--- config.mk ---
export PLATFORM = sky130hd
export DESIGN_NAME = keypad_scan_controller
export DESIGN_NICKNAME = d
export VERILOG_FILES = /design/src/rtl/keypad_scan_controller.sv
export SDC_FILE = /design/constraint.sdc
export NUM_CORES = 1
export LEC_CHECK = 0
export ABC_AREA = 1
export BUFFER_PORTS_ARGS = -buffer_cell sky130_fd_sc_hd__buf_2
export CAP_MARGIN = 20
export CORE_MARGIN = 5
export CORE_UTILIZATION = 65
export CTS_CLUSTER_DIAMETER = 60
export DETAILED_ROUTE_END_ITERATION = 10
export GPL_TIMING_DRIVEN = 0
export MAX_ROUTING_LAYER = met4
export PLACE_DENSITY = 0.81
export SYNTH_ARGS = -nofsm -noshare
export SYNTH_HDL_FRONTEND = slang
export SYNTH_SLANG_ARGS = --single-unit
--- constraint.sdc ---
create_clock -name clk -period 21.7 [get_ports clk]
set_input_delay 4.34 -clock clk [delete_from_list [all_inputs] [get_ports clk]]
set_output_delay 4.34 -clock clk [all_outputs]
set_load 0.02 [all_outputs]
--- src/rtl/keypad_scan_controller.sv ---
// keypad_scan_controller
//   Scans a 4x4 active-low keypad matrix, debounces presses and releases,
//   rejects multi-key (ghosting) scans and queues accepted key codes in a
//   first-word-fall-through FIFO that is popped over a valid/read handshake.
//
// Ports
//   clk        system clock, all state on the rising edge
//   rst_n      asynchronous active-low reset
//   rows       row drive, one-hot active-low (row 0 = 4'b1110)
//   cols       raw column inputs, active-low, asynchronous
//   rd_en      pop the FIFO head (ignored while empty)
//   key_valid  FIFO not empty
//   key_code   FIFO head {row[1:0], col[1:0]}
//   key_count  FIFO occupancy
//   overflow   sticky: a key was dropped because the FIFO was full
//   ovf_clr    clears overflow (a same-cycle drop wins)
//
// Optional feature
//   KEYPAD_REPEAT_EN: while a single key stays held, push its code again
//   every REPEAT_SCANS scans.
module keypad_scan_controller #(
  parameter int unsigned SCAN_CYCLES    = 8,
  parameter int unsigned DEBOUNCE_SCANS = 3,
  parameter int unsigned FIFO_DEPTH     = 4,
  parameter int unsigned REPEAT_SCANS   = 50
) (
  input  logic                          clk,
  input  logic                          rst_n,
  output logic [3:0]                    rows,
  input  logic [3:0]                    cols,
  input  logic                          rd_en,
  output logic                          key_valid,
  output logic [3:0]                    key_code,
  output logic [$clog2(FIFO_DEPTH):0]   key_count,
  output logic                          overflow,
  input  logic                          ovf_clr
);

  localparam int unsigned SCW = $clog2(SCAN_CYCLES);
  localparam int unsigned DBW = $clog2(DEBOUNCE_SCANS + 1);
  localparam int unsigned PW  = $clog2(FIFO_DEPTH);
  localparam int unsigned CW  = PW + 1;

  typedef enum logic [1:0] {IDLE, PRESS_DB, HELD, REL_DB} state_t;

  // ---------------- column synchronizer and row scan ----------------
  logic [3:0]     cols_s1, cols_s2;
  logic [SCW-1:0] scan_cnt;
  logic [1:0]     row_idx;
  logic [11:0]    cap;        // captures of rows 0..2; row 3 is taken live
  logic           row_end;
  logic           scan_done;

  assign row_end   = (scan_cnt == SCW'(SCAN_CYCLES - 1));
  assign scan_done = row_end && (row_idx == 2'd3);

  always_ff @(posedge clk or negedge rst_n) begin
    if (!rst_n) begin
      cols_s1  <= '1;
      cols_s2  <= '1;
      scan_cnt <= '0;
      row_idx  <= '0;
      rows     <= 4'b1110;
      cap      <= '1;
    end else begin
      cols_s1 <= cols;
      cols_s2 <= cols_s1;
      if (row_end) begin
        scan_cnt <= '0;
        row_idx  <= row_idx + 2'd1;
        rows     <= {rows[2:0], rows[3]};
        case (row_idx)
          2'd0:    cap[3:0]  <= cols_s2;
          2'd1:    cap[7:4]  <= cols_s2;
          2'd2:    cap[11:8] <= cols_s2;
          default: ;
        endcase
      end else begin
        scan_cnt <= scan_cnt + 1'b1;
      end
    end
  end

  // ---------------- per-scan classification ----------------
  // Row 3 is classified straight from the synchronizer so the verdict is
  // available on the same edge that would have captured it.
  logic [15:0] hits;
  logic [4:0]  hit_num;
  logic [3:0]  hit_code;
  logic        none, single;

  assign hits = ~{cols_s2, cap};

  always_comb begin
    hit_num  = '0;
    hit_code = '0;
    for (int unsigned i = 0; i < 16; i++) begin
      if (hits[i]) begin
        hit_num  = hit_num + 5'd1;
        hit_code = 4'(i);
      end
    end
  end

  assign none   = (hit_num == 5'd0);
  assign single = (hit_num == 5'd1);

  // ---------------- press / release debounce FSM ----------------
  state_t         state;
  logic [DBW-1:0] db_cnt;
  logic [3:0]     cand;
  logic           push;

`ifdef KEYPAD_REPEAT_EN
  localparam int unsigned RPW = $clog2(REPEAT_SCANS + 1);
  logic [RPW-1:0] rpt_cnt;
`endif

  always_ff @(posedge clk or negedge rst_n) begin
    if (!rst_n) begin
      state  <= IDLE;
      db_cnt <= '0;
      cand   <= '0;
      push   <= 1'b0;
`ifdef KEYPAD_REPEAT_EN
      rpt_cnt <= '0;
`endif
    end else begin
      push <= 1'b0;
      if (scan_done) begin
        unique case (state)
          IDLE: begin
            if (single) begin
              cand   <= hit_code;
              db_cnt <= DBW'(1);
              if (DEBOUNCE_SCANS == 1) begin
                push  <= 1'b1;
                state <= HELD;
              end else begin
                state <= PRESS_DB;
              end
            end
          end
          PRESS_DB: begin
            if (single) begin
              if (hit_code == cand) begin
                if (db_cnt + 1'b1 == DBW'(DEBOUNCE_SCANS)) begin
                  push  <= 1'b1;
                  state <= HELD;
                end else begin
                  db_cnt <= db_cnt + 1'b1;
                end
              end else begin
                cand   <= hit_code;
                db_cnt <= DBW'(1);
              end
            end else begin
              state <= IDLE;
            end
          end
          HELD: begin
            if (none) begin
              db_cnt <= DBW'(1);
              state  <= (DEBOUNCE_SCANS == 1) ? IDLE : REL_DB;
            end
`ifdef KEYPAD_REPEAT_EN
            if (!single || hit_code != cand) begin
              rpt_cnt <= '0;
            end else if (rpt_cnt + 1'b1 == RPW'(REPEAT_SCANS)) begin
              push    <= 1'b1;
              rpt_cnt <= '0;
            end else begin
              rpt_cnt <= rpt_cnt + 1'b1;
            end
`endif
          end
          REL_DB: begin
            if (none) begin
              if (db_cnt + 1'b1 == DBW'(DEBOUNCE_SCANS)) state <= IDLE;
              else db_cnt <= db_cnt + 1'b1;
            end else begin
              state <= HELD;
`ifdef KEYPAD_REPEAT_EN
              // a bounce back onto the held key still counts as a held scan
              rpt_cnt <= (single && hit_code == cand) ? RPW'(1) : '0;
`endif
            end
          end
          default: state <= IDLE;
        endcase
      end
    end
  end

  // ---------------- key-code FIFO ----------------
  logic [3:0]    mem [FIFO_DEPTH];
  logic [PW-1:0] wr_ptr, rd_ptr;
  logic [CW-1:0] count;
  logic          full, do_pop, do_push, drop;

  assign full    = (count == CW'(FIFO_DEPTH));
  assign do_pop  = rd_en && key_valid;
  assign do_push = push && (!full || do_pop);
  assign drop    = push && full && !do_pop;

  always_ff @(posedge clk or negedge rst_n) begin
    if (!rst_n) begin
      wr_ptr   <= '0;
      rd_ptr   <= '0;
      count    <= '0;
      overflow <= 1'b0;
      for (int unsigned i = 0; i < FIFO_DEPTH; i++) mem[i] <= '0;
    end else begin
      if (do_push) begin
        mem[wr_ptr] <= cand;
        wr_ptr      <= wr_ptr + 1'b1;
      end
      if (do_pop) rd_ptr <= rd_ptr + 1'b1;
      if (do_push && !do_pop)      count <= count + 1'b1;
      else if (!do_push && do_pop) count <= count - 1'b1;
      if (drop)         overflow <= 1'b1;
      else if (ovf_clr) overflow <= 1'b0;
    end
  end

  assign key_valid = (count != '0);
  assign key_code  = key_valid ? mem[rd_ptr] : '0;
  assign key_count = count;

endmodule

Word level (Yosys, flattened, before mapping)
Cells that the tools add are included.
{"block": "op_classes", "n_addsub": 22, "n_mul": 0, "div_mod_pow": 0, "n_lt_le_gt_ge": 3, "n_eq_ne": 19, "n_shift": 0, "n_mux": 66, "bitwise": 3, "reduce_logical": 25}
{"op": "$mux W4", "count": 21}
{"op": "$add A5 B1 Y5 const B", "count": 15}
{"op": "$mux W5", "count": 15}
{"op": "$mux W2", "count": 12}
{"op": "$bwmux W16", "count": 1}
{"op": "$not A16 Y16", "count": 1}
{"op": "$pmux W2 S4", "count": 2}
{"op": "$eq A2 B2 Y1 const B", "count": 5}
{"op": "$ne A2 B2 Y1 const B", "count": 5}
{"op": "$reduce_and A5 Y1", "count": 2}
{"op": "$mux W1", "count": 9}
{"op": "$mux W3", "count": 3}
{"op": "$ne A3 B3 Y1 const B", "count": 3}
{"op": "$add A2 B1 Y2 const B", "count": 4}
{"op": "$bmux W4 S2", "count": 1}
{"op": "$demux W4 S2", "count": 1}
{"op": "$logic_and A1 B1 Y1", "count": 8}
{"op": "$pmux W4 S2", "count": 1}
{"op": "$add A3 B1 Y3 const B", "count": 2}
{"op": "$eq A3 B3 Y1 const B", "count": 2}
{"op": "$ge A3 B3 Y1 const B", "count": 2}
{"op": "$not A2 Y3", "count": 2}
{"op": "$reduce_and A2 Y1", "count": 3}
{"op": "$reduce_and A6 Y1", "count": 1}
{"op": "11 further kinds", "count": 17}
{"block": "word_totals", "ff_bits": 62, "latchBits": 0, "ram_bits": 0, "romBits": 0, "input_bits": 8, "out_inout_bits": 13, "wordCells": 158, "mem_count": 0}

Depth between registers and ports, before layout
Gate-level depths: netlist of the first run.
{"block": "logic_depth", "ltp_word": 36, "depth_mapped": 65, "ltp_nobuf": 65}

Least setup slack after synthesis of the first run
OpenSTA, ideal clock, no wires.
{"block": "synth_timing", "path_type": "register to register", "start": "register cap[1]", "end": "register cand[3]", "t_arrival_ns": 9.314, "required_ns": 21.572, "setup_slack_ns": 12.259, "path_stages_with_launch": 60, "path_buffers": 0, "cell_sequence": "dfstp_2 > inv_1 > ha_1 > inv_1 > nand2_2 > nand2_1 > ha_1 > nand2_1 > nand2_1 > ha_1 > or2_2 > nand2_1 > inv_1 > ha_1 > or2_2 > nand2_1 > inv_1 > ha_1 > [24 not listed] > nand2_1 > nand2_1 > ha_1 > or2_2 > nand2_1 > inv_1 > ha_1 > nand2_1 > nand2_1 > ha_1 > o21ai_0 > nand3_1 > nor2_4 > nand2_2 > nand2_2 > nand2_4 > nor2_8 > o21ai_0"}
{"block": "synth_via", "elab_chain_cells": 33, "elab_cells_between_ends": 51}
{"item": "start, declared", "line_no": "50", "rtl": "logic [11:0] cap;"}
{"item": "start signal, assigned", "line_no": "73", "rtl": "2'd0: cap[3:0] <= cols_s2;"}
{"item": "$not A16 Y16 *", "line_no": "92", "rtl": "assign hits = ~{cols_s2, cap};"}
{"item": "$mux W5", "line_no": "98", "rtl": "if (hits[i]) begin"}
{"item": "$add A5 B1 Y5", "line_no": "99", "rtl": "hit_num = hit_num + 5'd1;"}
{"item": "$mux W5", "line_no": "98"}
{"item": "$add A5 B1 Y5", "line_no": "99"}
{"item": "$mux W5", "line_no": "98"}
{"item": "$add A5 B1 Y5", "line_no": "99"}
{"item": "$mux W5", "line_no": "98"}
{"item": "[17 not listed]"}
{"item": "$mux W5", "line_no": "98"}
{"item": "$add A5 B1 Y5", "line_no": "99"}
{"item": "$mux W5", "line_no": "98"}
{"item": "$add A5 B1 Y5", "line_no": "99"}
{"item": "$mux W5", "line_no": "98"}
{"item": "$eq A5 B1 Y1", "line_no": "106", "rtl": "assign single = (hit_num == 5'd1);"}
{"item": "$ne A2 B2 Y1 (no line)"}
{"item": "$reduce_and A5 Y1 (no line) *"}
{"item": "end signal, assigned", "line_no": "134", "rtl": "cand <= hit_code;"}
{"item": "end signal, assigned", "line_no": "154", "rtl": "cand <= hit_code;"}
{"item": "end, declared", "line_no": "111", "rtl": "logic [3:0] cand;"}
Mark *: on every way between the ends. The rest lies on a longest branch, timed or not.
A chain may end at the register's enable or synchronous reset.

Worst setup path in the final report of the first run
{"block": "layout_timing", "start": "register cap[1]", "end": "register state[1]"}
{"block": "layout_via", "elab_chain_cells": 33, "elab_cells_between_ends": 57}
{"item": "$not A16 Y16 *", "line_no": "92"}
{"item": "$mux W5", "line_no": "98"}
{"item": "$add A5 B1 Y5", "line_no": "99"}
{"item": "$mux W5", "line_no": "98"}
{"item": "$add A5 B1 Y5", "line_no": "99"}
{"item": "$mux W5", "line_no": "98"}
{"item": "$add A5 B1 Y5", "line_no": "99"}
{"item": "$mux W5", "line_no": "98"}
{"item": "[17 not listed]"}
{"item": "$mux W5", "line_no": "98"}
{"item": "$add A5 B1 Y5", "line_no": "99"}
{"item": "$mux W5", "line_no": "98"}
{"item": "$add A5 B1 Y5", "line_no": "99"}
{"item": "$mux W5", "line_no": "98"}
{"item": "$eq A5 B1 Y1 or $logic_not A5 Y1 (tied branches)", "line_no": "106, 105"}
{"item": "$ne A3 B3 Y1 (no line), or another cell as far along"}
{"item": "$reduce_and A6 Y1 (no line) or $pmux W2 S4 (tied branches)"}
{"item": "end signal, assigned", "line_no": "164", "rtl": "state <= (DEBOUNCE_SCANS == 1) ? IDLE : REL_DB;"}
{"item": "end, declared", "line_no": "109", "rtl": "state_t state;"}
Marks and branches as above.

==> results by stage, run 1 <==
Run status:
- The flow ran to the end, and the final reports show no timing, DRC or antenna violations.

STA:
- The final number of hold-violating endpoints came to 0.
- The final period utilization is 46.8%.
- Once routing completed, OpenROAD measured the worst setup slack at 11540 ps.
- The final setup violation count is 0.
- The maximum operating frequency is 0.0984 GHz.
- At the pin with the least slew margin, the transition time is 690 ps.
- Counting I/O delays and the setup requirement, the final critical path takes 10160 ps.
- After routing, the total negative slack on setup checks comes to 0 ps.
- The hold slack is 357 ps.
- The max-slew headroom at the worst pin is 54.0%.
- Setup repair after global routing left no endpoint under its margin.
- On the final layout, the worst clock skew is 10.9 ps.
- The max-slew violation total from the final report is 0.

Global routing:
- The initial antenna violation count came to 0.
- The number of global-route vias before repair is 3864.
- The wire length of the first global-routing pass is 16000 µm.
- The pin count of the biggest net entering global routing is 33.
- The total overflow left after global routing is 0.
- The total global-route track usage is 22.5%.

Power and ir drop:
- The worst-case IR drop observed on VDD is 0.0841 mV.
- In this run the static leakage power is 2.81 nW.
- Power spread over the standard cell area amounts to 80.0 nW/µm².

Worst setup path:
- The register-to-register setup slack is 11540 ps.
- The largest fanout on the critical path is 5.
- In this design, the critical path's most frequently occurring cell is sky130_fd_sc_hd__nand2_1.
- For the worst setup path, the data required time is 21930 ps.
- The endpoint type of the worst setup path is a flip-flop.
- In this design, the stage delay of the slowest critical-path cell is 550 ps.
- The worst setup path is launched from a flip-flop.
- For the worst setup path, the data arrival time is 10380 ps.
- The worst setup path is of the flip-flop to flip-flop kind.
- The slowest stage of the critical path is the sky130_fd_sc_hd__dfstp_2 cell.

Final layout:
- In the layout the commonest cells are 186 x sky130_fd_sc_hd__nand2_1, 108 x sky130_fd_sc_hd__inv_1, 58 x sky130_fd_sc_hd__nand3_1, 58 x sky130_fd_sc_hd__nor2_1, 49 x sky130_fd_sc_hd__o21ai_0.
- The number of diodes added for antenna fixing is 0.
- From synthesis to final layout, the design area changed by 9.35%.
- The final layout net count is 736.
- The library cell used most frequently in the layout, excluding fill and tap cells, is sky130_fd_sc_hd__nand2_1.
- The final instance count without filler cells is 800.
- The finished cells cover 5040 µm².
- The layout cell share with drive strength beyond 1 is 18.3%.

Logic synthesis:
- Counting every net in the synthesized netlist gives 704.
- In this run, synthesis produced a sequential element count of 62.
- The yosys synthesis warning count is 0.
- Of all cell types, the one taking the most synthesized area is sky130_fd_sc_hd__dfrtp_1.
- The register area share after synthesis is 34.3%.
- Ranked by total cell area, the synthesized netlist is headed by sky130_fd_sc_hd__dfrtp_1 21%, sky130_fd_sc_hd__nand2_1 15%, sky130_fd_sc_hd__dfstp_2 13%.
- The synthesized area is 4610 µm².
- The synthesized area per cell is 6.91 µm².
- The instance count of the mapped netlist is 667.
- The synthesized netlist contains 36 unique library cells.
- The share of synthesized area in the top cell type comes to 21.2%.

CTS:
- For this design, the sink count on the clock tree is 62.
- The source-to-sink clock delay at the later pin of the worst-skew pair is 340 ps.
- Clock-pin slew was measured on the worst setup and hold paths at 70 ps.
- The post-cts hold buffer count is 0.
- The clock root buffer master is sky130_fd_sc_hd__clkbuf_8.
- The number of setup buffers added after CTS is 0.
- The clock passes through at most 2 buffers.
- The number of instances resized during post-cts repair is 0.
- TritonCTS built the clock tree.
- The deepest level of the CTS H-tree is 3.
- TritonCTS created 9 clock buffers.

Floorplanning:
- The floorplan step set the die height to 94.2 µm.
- The number of top-level pins is 21.
- The initial standard-cell utilization of the core is 67.4%.
- The floorplan has 30 rows.
- The x dimension of the die is 94.2 µm.
- The die area is 8870 µm².
- The core region is 6830 µm².

Place:
- The pre-CTS setup slack is 11580 ps.
- The placer congestion estimate is 0.864.
- The total cell area at the placement stage is 4850 µm².
- The HPWL after detailed placement is 6970 µm.
- After detailed placement, the design holds a cell count of 784.
- The number of buffers added on ports is 20.

Drt:
- In the routed design, unresolved DRC markers number 0.
- The first detailed-routing pass took 6 iterations.
- The vias per cell is 5.04.
- The routed wire length is 8800 µm.
- The first routing iteration left 195 violations.
- The routed wire length per instance is 11.0 µm.
- The detailed-route via count is 4030.
- The detail route stage leaves a number of antenna-violating nets equal to 0.

Min path:
- The path type of the worst min-delay path is flip-flop to flip-flop.

Flow run:
- Max-cap violations in this run came to 0.
[cell usage after synthesis, drive strengths merged]
| cell type | instances |
|---|---|
| fa | 1 |
| nor2 | 62 |
| a31o | 1 |
| xor2 | 7 |
| ha | 28 |
| a211oi | 1 |
| nand3b | 2 |
| xnor2 | 1 |
| nor4 | 1 |
| inv | 117 |
| a21oi | 14 |
| o21ai | 55 |
| o22ai | 1 |
| dfstp | 23 |
| o31ai | 1 |
| buf | 1 |
| mux2 | 1 |
| nand2 | 215 |
| nand4 | 3 |
| or2 | 10 |
| dfrtp | 39 |
| clkbuf | 6 |
| o311ai | 1 |
| nor3 | 3 |
| o21bai | 2 |
| nand3 | 71 |
[report_power, final]
group          internal [mW]  switching (mW)
registers              0.127         0.00891
logic                 0.0604           0.112
clock network         0.0486          0.0459
[worst max-delay path: cells and delay by family (launching register included)]
| kind | cells | cell delay, ps |
|---|---|---|
| simple gates | 35 | 4970 |
| buf+inv | 12 | 660 |
| flops | 1 | 550 |
| compound gates | 1 | 170 |
| fa+ha+maj | 14 | 3650 |
[final timing paths]
| kind | to | depth (start not counted) | startpoint |
|---|---|---|---|
| max | state[1] | 62 | cap[1] |
| min | cols_s2[1] | 0 | cols_s1[1] |
| max reg2reg | state[1] | 62 | cap[1] |
| min reg2reg | cols_s2[1] | 0 | cols_s1[1] |
| max in group asynchronous | cap[11] | 2 | rst_n |
| min in group asynchronous | mem[10] | 1 | rst_n |
[flip-flops by register name, summed over array words and instances (netlist names)]
name / flops
overflow: 1
rd_ptr: 2
mem: 16
cols_s2: 4
scan_cnt: 3
state: 2
db_cnt: 2
wr_ptr: 2
key_count: 3
rows: 4
cand: 4
row_idx: 2
cols_s1: 4
cap: 12
push: 1
[layer usage]
metal  vias up  track usage, %  wire length (µm)
li1       2153               -                 -
met1      1783            26.9              4060
met2        75            39.2              4340
met3        19            3.61               242
met4         0            6.50               151
met5         -               -                 0
[through the flow]
stage | power [mW] | util (%)
floorplan | 0.273 | -
global placement | 0.303 | 70.6
detailed placement | 0.310 | 70.9
CTS | 0.405 | 73.7
global route | 0.439 | 73.7
finish | 0.403 | 73.7
[layout make-up]
type	instances	area, µm²
Sequential cell	62	1580
Clock buffer	11	151
Buffer	7	28.8
Fill cell	574	1800
Tap cell	96	120
Inverter	117	439
Clock inverter	5	38.8
Multi-Input combinational cell	481	2560
Timing Repair Buffer	21	120
[logic make-up after synthesis]
group           Yosys count  synth area share [%]
xor+xnor                  8                  1.52
compound gates           76                  8.67
simple gates            367                  37.1
buf+inv                 124                  10.2
mux                       1                 0.244
flops                    62                  34.3
fa+ha+maj                29                  8.04
Power figures use the tool's default switching activity.
==> run 2: changes to the inputs <==
Settings changed: CORE_UTILIZATION 65 to 56, PLACE_DENSITY 0.81 to 0.74.
Clock period 21.7 ns to 9.17 ns, I/O delays scaled along.
==> run 2 against run 1 <==
  * The flow now finishes with violations (negative setup slack)
  * Via count is 34% higher
  * Core utilization is 8.1 points higher
  * First-iteration DRC count is 130% higher
==> results by stage, run 2 (synthesized netlist as in run 1, its figures left out) <==
Run status:
- Outcome: finished with violations (was finished clean).
- The final reports fail on negative setup slack.

Power and ir drop:
- The post-layout total power was 1.41 mW (was 0.403 mW).
- The leakage component of the power was 3.55 nW (was 2.81 nW).
- The power density over the cells is 212 nW/µm² (was 80.0 nW/µm²).
- The peak ir drop on the vdd network is 0.146 mV (was 0.0841 mV).

STA:
- The final sum of negative setup slack came to -590 ps (was 0 ps).
- The final period utilization is 101% (was 46.8%).
- The final number of hold-violating endpoints is 0 (unchanged).
- The worst setup slack after layout is -104 ps (was 11540 ps).
- The transition time of the tightest slew-check pin is 651 ps (was 690 ps).
- The final critical path time including I/O delays and setup came to 9270 ps (was 10160 ps).
- The hold slack is 357 ps (about the same).
- The max-slew headroom at the worst pin was 56.6% (was 54.0%).
- The maximum operating frequency is 0.108 GHz (was 0.0984 GHz).
- The final setup violation count is 8 (was 0).
- The worst setup skew after layout is 9.45 ps (was 10.9 ps).
- The max-slew violation total from the final report is 0 (unchanged).

Worst setup path:
- The arrival time of data at the critical path endpoint came to 9510 ps (was 10380 ps).
- The count of buffer and inverter cells on the critical path was 17 (was 12).
- The endpoint type of the worst setup path is a flip-flop (unchanged).
- The kind of start point of the critical path is a flip-flop (unchanged).
- The cell type group with the largest total delay on the critical path is simple AND/OR/NAND/NOR gates (unchanged).
- The largest fanout on the critical path was 4 (was 5).
- The startpoint-to-endpoint class of the critical path is flip-flop to flip-flop (unchanged).
- The data required time of the worst path is 9400 ps (was 21930 ps).
- The slowest stage cell on the critical path is sky130_fd_sc_hd__dfstp_2 (unchanged).
- The biggest cell delay along the critical path is 550 ps (about the same).

Place:
- The number of buffers added on ports came to 20 (unchanged).
- The total cell area at the placement stage is 4890 µm² (was 4850 µm²).
- The pre-CTS setup slack is -689 ps (was 11580 ps).
- The placer congestion estimate is 0.882 (was 0.864).
- The number of cells after detailed placement was 793 (was 784).
- The detailed placement HPWL is 6980 µm (was 6970 µm).

Final layout:
- The final layout net count is 842 (was 736).
- The area added between synthesis and finish is 44.5% (was 9.35%).
- The most common cell after layout, fill and taps aside is sky130_fd_sc_hd__nand2_1 (unchanged).
- Biggest registers after layout: mem x16, cap x12 (unchanged).
- Leading cell types in the layout, fill and taps excluded: 124 x sky130_fd_sc_hd__nand2_1, 101 x sky130_fd_sc_hd__buf_4, 89 x sky130_fd_sc_hd__inv_1 (was 186 x sky130_fd_sc_hd__nand2_1, 108 x sky130_fd_sc_hd__inv_1, 58 x sky130_fd_sc_hd__nand3_1, 58 x sky130_fd_sc_hd__nor2_1, 49 x sky130_fd_sc_hd__o21ai_0).
- The fraction of the core area covered by cells at the end of the flow is 81.8% (was 73.7%).
- The number of flip-flops under the largest register name came to 16 (unchanged).
- The layout cell share with drive strength beyond 1 is 43.6% (was 18.3%).
- The number of fill cells is 451 (was 574).
- The largest register by flop count was mem (unchanged).
- The final design area excluding fillers is 6660 µm² (was 5040 µm²).
- The number of diodes added for antenna fixing was 0 (unchanged).
- The final instance count without filler cells was 915 (was 800).

Min path:
- The path type of the worst min-delay path is flip-flop to flip-flop (unchanged).

CTS:
- The CTS buffer count is 9 (unchanged).
- The clock net sink count is 62 (unchanged).
- The deepest level of the CTS H-tree came to 3 (unchanged).
- The clock tree from TritonCTS is built (unchanged).
- The source-to-sink clock delay at the later pin of the worst-skew pair is 350 ps (was 340 ps).
- The clock root buffer master is sky130_fd_sc_hd__clkbuf_8 (unchanged).
- The post-CTS clock slew at the launch and capture registers of the worst setup and hold paths was 70 ps (about the same).
- The post-cts hold buffer count is 0 (unchanged).
- The buffer depth of the longest clock path is 2 (unchanged).

Floorplanning:
- The placeable core region is 8130 µm² (was 6830 µm²).
- The die area is 10100 µm² (was 8870 µm²).
- The die outline height was 101 µm (was 94.2 µm).
- The x dimension of the die is 101 µm (was 94.2 µm).
- The number of rows in the core area is 33 (was 30).
- The number of top-level pins is 21 (unchanged).
- The initial standard-cell utilization of the core is 56.6% (was 67.4%).

Drt:
- The starting DRC count in detailed routing was 452 (was 195).
- The detailed-route via count is 5400 (was 4030).
- The DRC violations left is 0 (unchanged).
- The number of nets still failing antenna checks after routing is 0 (unchanged).
- The routed wire length came to 16800 µm (was 8800 µm).
- The count of TritonRoute iterations in the first routing pass is 8 (was 6).
- The vias per cell is 5.90 (was 5.04).
- The routed wire length per instance came to 18.3 µm (was 11.0 µm).

Global routing:
- The number of global-route vias before repair is 5188 (was 3864).
- The total congestion overflow was 0 (unchanged).
- The met2 track demand over resource is 49.3% (was 39.2%).
- The total global-route track usage was 29.6% (was 22.5%).
- The highest-utilization routing layer at the global route stage is met2 (unchanged).
- The global-route track usage on met1 came to 32.6% (was 26.9%).
- The met3 track demand over resource in global routing is 5.67% (was 3.61%).
- The initial antenna violation count is 0 (unchanged).
- The pin count of the biggest net entering global routing is 36 (was 33).
- The wire length of the first global-routing pass is 23400 µm (was 16000 µm).

Flow run:
- The max-capacitance violation count is 0 (unchanged).
-- run 2: report_power, final --
group | internal, mW | total (mW) | switching [mW]
logic | 0.357 | 0.858 | 0.501
registers | 0.300 | 0.322 | 0.0226
clock network | 0.126 | 0.231 | 0.104
total | 0.783 | 1.41 | 0.628
-- run 2: timing repair --
item / in CTS / in global routing
setup endpoints to repair: 9 / 9
setup buffers: 119 / 10
pin swaps: 54 / 73
gates resized for setup: 58 / 127
-- run 2: area by class of cell --
cell class                 count  area, µm²  share of cell area (%)
buffer                         7       28.8                   0.432
clock buffer                  13        179                    2.69
clock inverter                 3       16.3                   0.244
inverter                     117        452                    6.79
multi-input combinational    481       3330                    50.0
sequential                    62       1580                    23.7
tap                          105        131                    1.97
timing repair buffer         127        943                    14.2
-- run 2: final timing paths --
kind                       startpoint         end  slack (ps)  depth (start not counted)
min reg2reg                cols_s1[3]  cols_s2[3]         360                          0
min in group asynchronous       rst_n  row_idx[1]        1520                          1
max in group asynchronous       rst_n  cols_s1[2]        6990                          2
min                        cols_s1[3]  cols_s2[3]         360                          0
max reg2reg                    cap[0]    state[0]        -100                         65
max                            cap[0]    state[0]        -100                         65
-- run 2: layer usage --
layer  share of wire [%]  wire (µm)
met5                   0          0
met4                 8.4       1400
met3                 7.5       1270
met2                  48       8050
met1                  36       6060
-- run 2: worst reg2reg max path, delay by kind of cell, from the launching register on --
kind	cells	cell delay, ps
adders and majority gates	13	3000
DFF	1	550
buffers and inverters	17	1240
and+or+nand+nor	35	4370
